<file path="src/rtl/hold_queue_pkg.sv">
// Shared types and constants for the hold_queue request assembler and its FIFO.
package hold_queue_pkg;

    localparam int CMD_NOP = 0;

    typedef enum logic {
        IDLE = 1'b0,
        OP2  = 1'b1
    } asm_state_t;

    // One extra bit so a full FIFO (count == DEPTH) is representable.
    function automatic int count_width(input int depth);
        return $clog2(depth) + 1;
    endfunction

endpackage

</file>
<file path="src/rtl/hold_fifo.sv">
// Synchronous FIFO, falling-edge clocked, with occupancy count; head read straight from storage.
module hold_fifo
    import hold_queue_pkg::*;
#(
    parameter int WIDTH = 70,
    parameter int DEPTH = 4
) (
    input  logic                          clk,
    input  logic                          reset,
    input  logic                          push,
    input  logic                          pop,
    input  logic [WIDTH-1:0]              din,
    output logic [WIDTH-1:0]              dout,
    output logic                          full,
    output logic                          empty,
    output logic [count_width(DEPTH)-1:0] count
);
    localparam int AW = $clog2(DEPTH);
    localparam int CW = count_width(DEPTH);

    logic [WIDTH-1:0] mem [DEPTH];
    logic [AW-1:0]    wr_ptr;
    logic [AW-1:0]    rd_ptr;
    logic             do_push;
    logic             do_pop;

    assign full    = (count == CW'(DEPTH));
    assign empty   = (count == '0);
    assign do_pop  = pop && !empty;
    // A pop on the same edge frees the slot the push needs.
    assign do_push = push && (!full || do_pop);
    assign dout    = mem[rd_ptr];

    always_ff @(negedge clk) begin
        if (reset) begin
            wr_ptr <= '0;
            rd_ptr <= '0;
            count  <= '0;
        end else begin
            if (do_push) wr_ptr <= wr_ptr + AW'(1);
            if (do_pop)  rd_ptr <= rd_ptr + AW'(1);
            case ({do_push, do_pop})
                2'b10:   count <= count + CW'(1);
                2'b01:   count <= count - CW'(1);
                default: count <= count;
            endcase
        end
    end

    always_ff @(negedge clk) begin
        if (!reset && do_push) mem[wr_ptr] <= din;
    end

endmodule

</file>
<file path="src/rtl/hold_queue.sv">
// Two-beat request assembler feeding a DEPTH-entry FIFO with sticky overflow/protocol flags.
// Optional HOLDQ_ERR_CNT_EN adds saturating drop_cnt / perr_cnt event counters.
module hold_queue
    import hold_queue_pkg::*;
#(
    parameter int CMD_W  = 4,
    parameter int DATA_W = 32,
    parameter int TAG_W  = 2,
    parameter int DEPTH  = 4
) (
    input  logic                          c_clk,
    input  logic                          reset,
    input  logic [CMD_W-1:0]              req_cmd_in,
    input  logic [TAG_W-1:0]              req_tag_in,
    input  logic [DATA_W-1:0]             req_data_in,
    output logic                          out_valid,
    input  logic                          out_ready,
    output logic [CMD_W-1:0]              out_cmd,
    output logic [TAG_W-1:0]              out_tag,
    output logic [DATA_W-1:0]             out_data1,
    output logic [DATA_W-1:0]             out_data2,
    output logic [count_width(DEPTH)-1:0] count,
    output logic                          overflow,
    output logic                          proto_err
`ifdef HOLDQ_ERR_CNT_EN
    ,
    output logic [7:0]                    drop_cnt,
    output logic [7:0]                    perr_cnt
`endif
);
    localparam int E_W = CMD_W + TAG_W + 2 * DATA_W;

    asm_state_t        state;
    logic [CMD_W-1:0]  cmd_q;
    logic [TAG_W-1:0]  tag_q;
    logic [DATA_W-1:0] data1_q;
    logic [E_W-1:0]    entry;
    logic [E_W-1:0]    head;
    logic              cmd_nz;
    logic              done;
    logic              pop;
    logic              full;
    logic              empty;
    logic              drop;
    logic              perr;

    assign cmd_nz = (req_cmd_in != CMD_W'(CMD_NOP));
    assign done   = (state == OP2);
    assign entry  = {cmd_q, tag_q, data1_q, req_data_in};
    assign pop    = out_valid && out_ready;
    assign drop   = done && full && !pop;
    assign perr   = done && cmd_nz;

    hold_fifo #(
        .WIDTH (E_W),
        .DEPTH (DEPTH)
    ) u_fifo (
        .clk   (c_clk),
        .reset (reset),
        .push  (done),
        .pop   (pop),
        .din   (entry),
        .dout  (head),
        .full  (full),
        .empty (empty),
        .count (count)
    );

    // Storage is not cleared on reset, so the head is masked whenever empty.
    assign out_valid = !empty;
    assign out_data2 = out_valid ? head[DATA_W-1:0] : '0;
    assign out_data1 = out_valid ? head[2*DATA_W-1:DATA_W] : '0;
    assign out_tag   = out_valid ? head[2*DATA_W +: TAG_W] : '0;
    assign out_cmd   = out_valid ? head[2*DATA_W+TAG_W +: CMD_W] : '0;

    always_ff @(negedge c_clk) begin
        if (reset) begin
            state     <= IDLE;
            cmd_q     <= '0;
            tag_q     <= '0;
            data1_q   <= '0;
            overflow  <= 1'b0;
            proto_err <= 1'b0;
        end else begin
            case (state)
                IDLE: if (cmd_nz) begin
                    cmd_q   <= req_cmd_in;
                    tag_q   <= req_tag_in;
                    data1_q <= req_data_in;
                    state   <= OP2;
                end
                OP2:     state <= IDLE;
                default: state <= IDLE;
            endcase
            if (drop) overflow  <= 1'b1;
            if (perr) proto_err <= 1'b1;
        end
    end

`ifdef HOLDQ_ERR_CNT_EN
    always_ff @(negedge c_clk) begin
        if (reset) begin
            drop_cnt <= '0;
            perr_cnt <= '0;
        end else begin
            if (drop && drop_cnt != 8'hFF) drop_cnt <= drop_cnt + 8'd1;
            if (perr && perr_cnt != 8'hFF) perr_cnt <= perr_cnt + 8'd1;
        end
    end
`endif

endmodule

</file>
<file path="config.mk">
export PLATFORM = sky130hd
export DESIGN_NAME = hold_queue
export DESIGN_NICKNAME = d
export VERILOG_FILES = /design/src/rtl/hold_queue_pkg.sv /design/src/rtl/hold_fifo.sv /design/src/rtl/hold_queue.sv
export SDC_FILE = /design/constraint.sdc
export NUM_CORES = 1
export LEC_CHECK = 0
export ABC_AREA = 0
export CORE_ASPECT_RATIO = 1.4
export CORE_MARGIN = 3
export CORE_UTILIZATION = 35
export CTS_CLUSTER_DIAMETER = 80
export DETAILED_ROUTE_END_ITERATION = 16
export GPL_ROUTABILITY_DRIVEN = 0
export PLACE_DENSITY_LB_ADDON = 0.2
export SYNTH_ARGS = -nofsm -noshare
export SYNTH_HDL_FRONTEND = slang
export SYNTH_SLANG_ARGS = --single-unit
</file>
<file path="constraint.sdc">
create_clock -name c_clk -period 5.2 [get_ports c_clk]
set_input_delay 0.52 -clock c_clk [delete_from_list [all_inputs] [get_ports c_clk]]
set_output_delay 0.52 -clock c_clk [all_outputs]
set_load 0.02 [all_outputs]
</file>
==> impl_summary.md <==
Setup path
The highest cell delay on the worst timing path is 0.53 ns. The cell family contributing the most delay on the critical path is multiplexers. The startpoint type of the worst setup path is a flop. The worst endpoint data arrival time is around 4.7 ns. The count of buffer and inverter cells on the critical path is 3.

The critical path data required time is around 4.7 ns. The slowest stage cell on the critical path is sky130_fd_sc_hd__mux4_2. The cell repeated most along the worst path is sky130_fd_sc_hd__buf_12. STA classifies the critical path endpoint as a primary output. The worst-path maximum fanout is 7.

The critical path class is flop to primary output. The critical path goes through buf_12, buf_12, mux4_2, and2_4, buf_6.

CTS
The CTS tree is built. In this run the number of H-tree levels came out at 1. Counting along the longest clock path gives a buffer depth of 3.

The master cell of the clock root buffer is sky130_fd_sc_hd__clkbuf_16. The clock slew at the register clock pins of the worst setup and hold paths is roughly 0.04 ns. The number of buffers created by CTS is 31.

The later pin in the worst-skew pair is clocked with a latency of 0.61 ns. The clock drives 330 sinks.

Global route
The met1 track demand over resource is 0.174. The number of global-route vias before repair is 9091. The routing usage on met2 is 0.265. The global-route wire length before repair is between 40000 and 50000 um. Summed over all layers, the global routing overflow is 0. The peak-usage layer in the global routing report is met2. Entering global routing, the biggest net connects 73 pins.

The initial antenna violation count is 0. The all-layer global routing usage is 0.155. For met3 alone, demand over resource in global routing was 0.0488.

Die
The initial utilization of the core area, before any placement, comes to 0.359. The total die area is between 0.03 and 0.04 sq mm. The die extent in x is 167 um. The vertical extent of the die is roughly 230 um. The total I/O pin count is about 120.

Row generation in the floorplan step produced 81 rows. The total core area is approximately 0.035 sq mm.

Synthesis
The count of synthesis-stage warnings from yosys is 0. After synthesis, the largest family of logic cells by area is multiplexers. Of the total synthesized cell area, the portion taken by XOR and XNOR cells is 0.00208. Of all flip-flops after synthesis, the portion carrying an async set or reset was 0. Yosys mapped a number of flops with a built-in enable equal to 280.

Of the total synthesized cell area, the portion taken by AND, OR, NAND and NOR gates is 0.0671. The multiplexer share of the synthesized area is 0.126. The synthesized netlist occupies a cell area of 0.0126 sq mm.

For this run, the leading register cell type out of synthesis is sky130_fd_sc_hd__edfxtp_1. The average cell area after synthesis is 18.7 sq um. Synthesis produced a netlist whose cell count is a little under 700. Of the total synthesized cell area, the portion taken by full adders, half adders and majority gates is 0.00653. The number of nets handed over by synthesis was 722. The compound-gate portion of the synthesized area was 0.0338. After synthesis, the netlist uses 33 different library cells. Synthesis inferred 330 register bits.

The sequential fraction of the synthesis area is 0.744.

Timing
Setup violations remaining at the end of the flow were counted as 16. The transition time at the pin with the least slew margin is around 0.7 ns. Setup slack on the critical path of the routed design comes to -0.0307 ns. The number of failing hold endpoints at the final stage is 0. Setup repair after global routing could not meet its margin everywhere. The largest clock skew in the final design is 0.0265 ns. The final sum of negative setup slack is -0.151 ns. The number of max-slew violations in the final report is 0.

The worst slew slack as a fraction of its limit is 0.539.

Detailed routing
The final route contains 7821 vias. Before antenna repair, the detailed router went through 4 iterations. Summed over all layers, the routed wires come to approximately 30000 um.

The final routed wire length divided by cell count is 18.2 um. The number of nets with antenna violations after detailed routing is 0. The DRC violations left is 0. The count of routing violations after the opening detailed-route iteration is ~400. Dividing the detail-routed via count by the number of cells gives about 4.8.

Status
The flow ran to the end, but the final reports show violations. The final reports fail on setup timing.

Cells and area
The number of fill cells in the layout is 3086. At the end of the flow, the number of nets in the layout was 1196. Of the cells placed in the final design, the portion with a size suffix greater than 1 is 0.271. Leaving out fill and tap cells, the most frequent cell in the layout is sky130_fd_sc_hd__inv_1.

The count of antenna diodes in the layout is 0. In the layout the commonest cells are sky130_fd_sc_hd__inv_1, sky130_fd_sc_hd__edfxtp_1, sky130_fd_sc_hd__buf_6, sky130_fd_sc_hd__mux4_2, sky130_fd_sc_hd__and2_4. The area added between synthesis and finish is 37.9%.

For this run, the number of standard cells in the final layout without fillers is 1630.

Job
The max-cap violation count is 0.

Hold path
The worst hold path belongs to the class flop to flop.

Place
The detailed placement HPWL is about 16000 um. The instance count after placement with tap cells included is 1235. The count of buffers added on input and output ports is 116.

Power
For this design the ratio of total power to cell area is approximately 550 mW/mm^2. In this run the static leakage power is 7.17 nW. The worst voltage drop across the vdd grid is 0.537 mV.
final timing paths:
check                  start                end  slack (ns)  cells past startpoint
max                     flop      out_data1[29]       -0.03                      5
min               data1_q[9]  u_fifo.mem[2][41]        0.49                      0
max reg2reg  u_fifo.count[2]    u_fifo.count[2]        2.71                      9
min reg2reg       data1_q[9]  u_fifo.mem[2][41]        0.49                      0
state kept, by name, summed over array words and instances (netlist names), named ones only:
signal,cells
u_fifo.rd_ptr,2
u_fifo.count,3
done,1
proto_err,1
u_fifo.wr_ptr,2
data1_q,32
cmd_q,4
tag_q,2
overflow,1
u_fifo.mem,280
kinds of logic after synthesis:
| family | after synthesis |
|---|---|
| AO/OA/AOI/OAI | 80 |
| XOR/XNOR | 3 |
| adder cells (fa/ha/maj) | 6 |
| buffers and inverters | 53 |
| flip-flops | 330 |
| multiplexers | 72 |
| AND/OR/NAND/NOR | 131 |
cells in the mapped netlist, drive strengths merged, types with 2 or more instances:
| master | number | share of area |
|---|---|---|
| edfxtp | 280 | 0.66 |
| and2 | 71 | 0.035 |
| mux4 | 70 | 0.12 |
| dfxtp | 50 | 0.079 |
| a21oi | 38 | 0.015 |
| o21ai | 37 | 0.015 |
| nand3b | 34 | 0.020 |
| clkbuf | 31 | 0.0093 |
| buf | 14 | 0.0087 |
| nor2 | 11 | 0.0033 |
| inv | 8 | 0.0024 |
| ha | 5 | 0.0049 |
| a32o | 4 | 0.0032 |
| and3 | 4 | 0.0020 |
| nand2 | 3 | 0.00089 |
| xor2 | 3 | 0.0021 |
| or3 | 2 | 0.00099 |
routing by layer:
metal,wire (um),vias to the layer above
li1,-,3594
met4,529,0
met1,11800,3983
met2,16100,202
met5,0,-
met3,1250,42
power breakdown:
part           internal [mW]  switching, mW
Clock                   1.73           1.61
Combinational           1.68           1.44
Sequential              3.01         0.0719
Total                   6.42           3.12
stage by stage:
step / setup WS (ns) / hold slack (ns) / util / cell area, sq um / power [mW]
after floorplan: 0.190 / 0.454 / - / 12700 / 4.85
after global placement: -0.212 / 0.462 / 0.416 / 14700 / 5.97
after detailed placement: -0.414 / 0.483 / 0.416 / 14700 / 6.01
after CTS: -0.121 / 0.489 / 0.494 / 17400 / 9.71
after global routing: -0.100 / 0.491 / 0.495 / 17400 / 10.2
final: -0.0307 / 0.486 / 0.495 / 17400 / 9.55
layout make-up:
class | instances | area (sq um) | area share
Clock buffer | 31 | 776 | 0.0445
Clock inverter | 357 | 1550 | 0.0888
Inverter | 7 | 26.3 | 0.00151
Multi-Input combinational cell | 292 | 3180 | 0.183
Sequential cell | 330 | 9420 | 0.540
Tap cell | 456 | 571 | 0.0327
Timing Repair Buffer | 157 | 1920 | 0.110
timing repair:
action / CTS / global route
setup buffers: 5 / 1
endpoints found under the setup margin: 71 / 70
pin swaps: 4 / 0
cloned: 6 / 0
hold buffers: 0 / 0
resized for setup: 475 / 35
No activity file was read; power rests on OpenSTA's default activity.
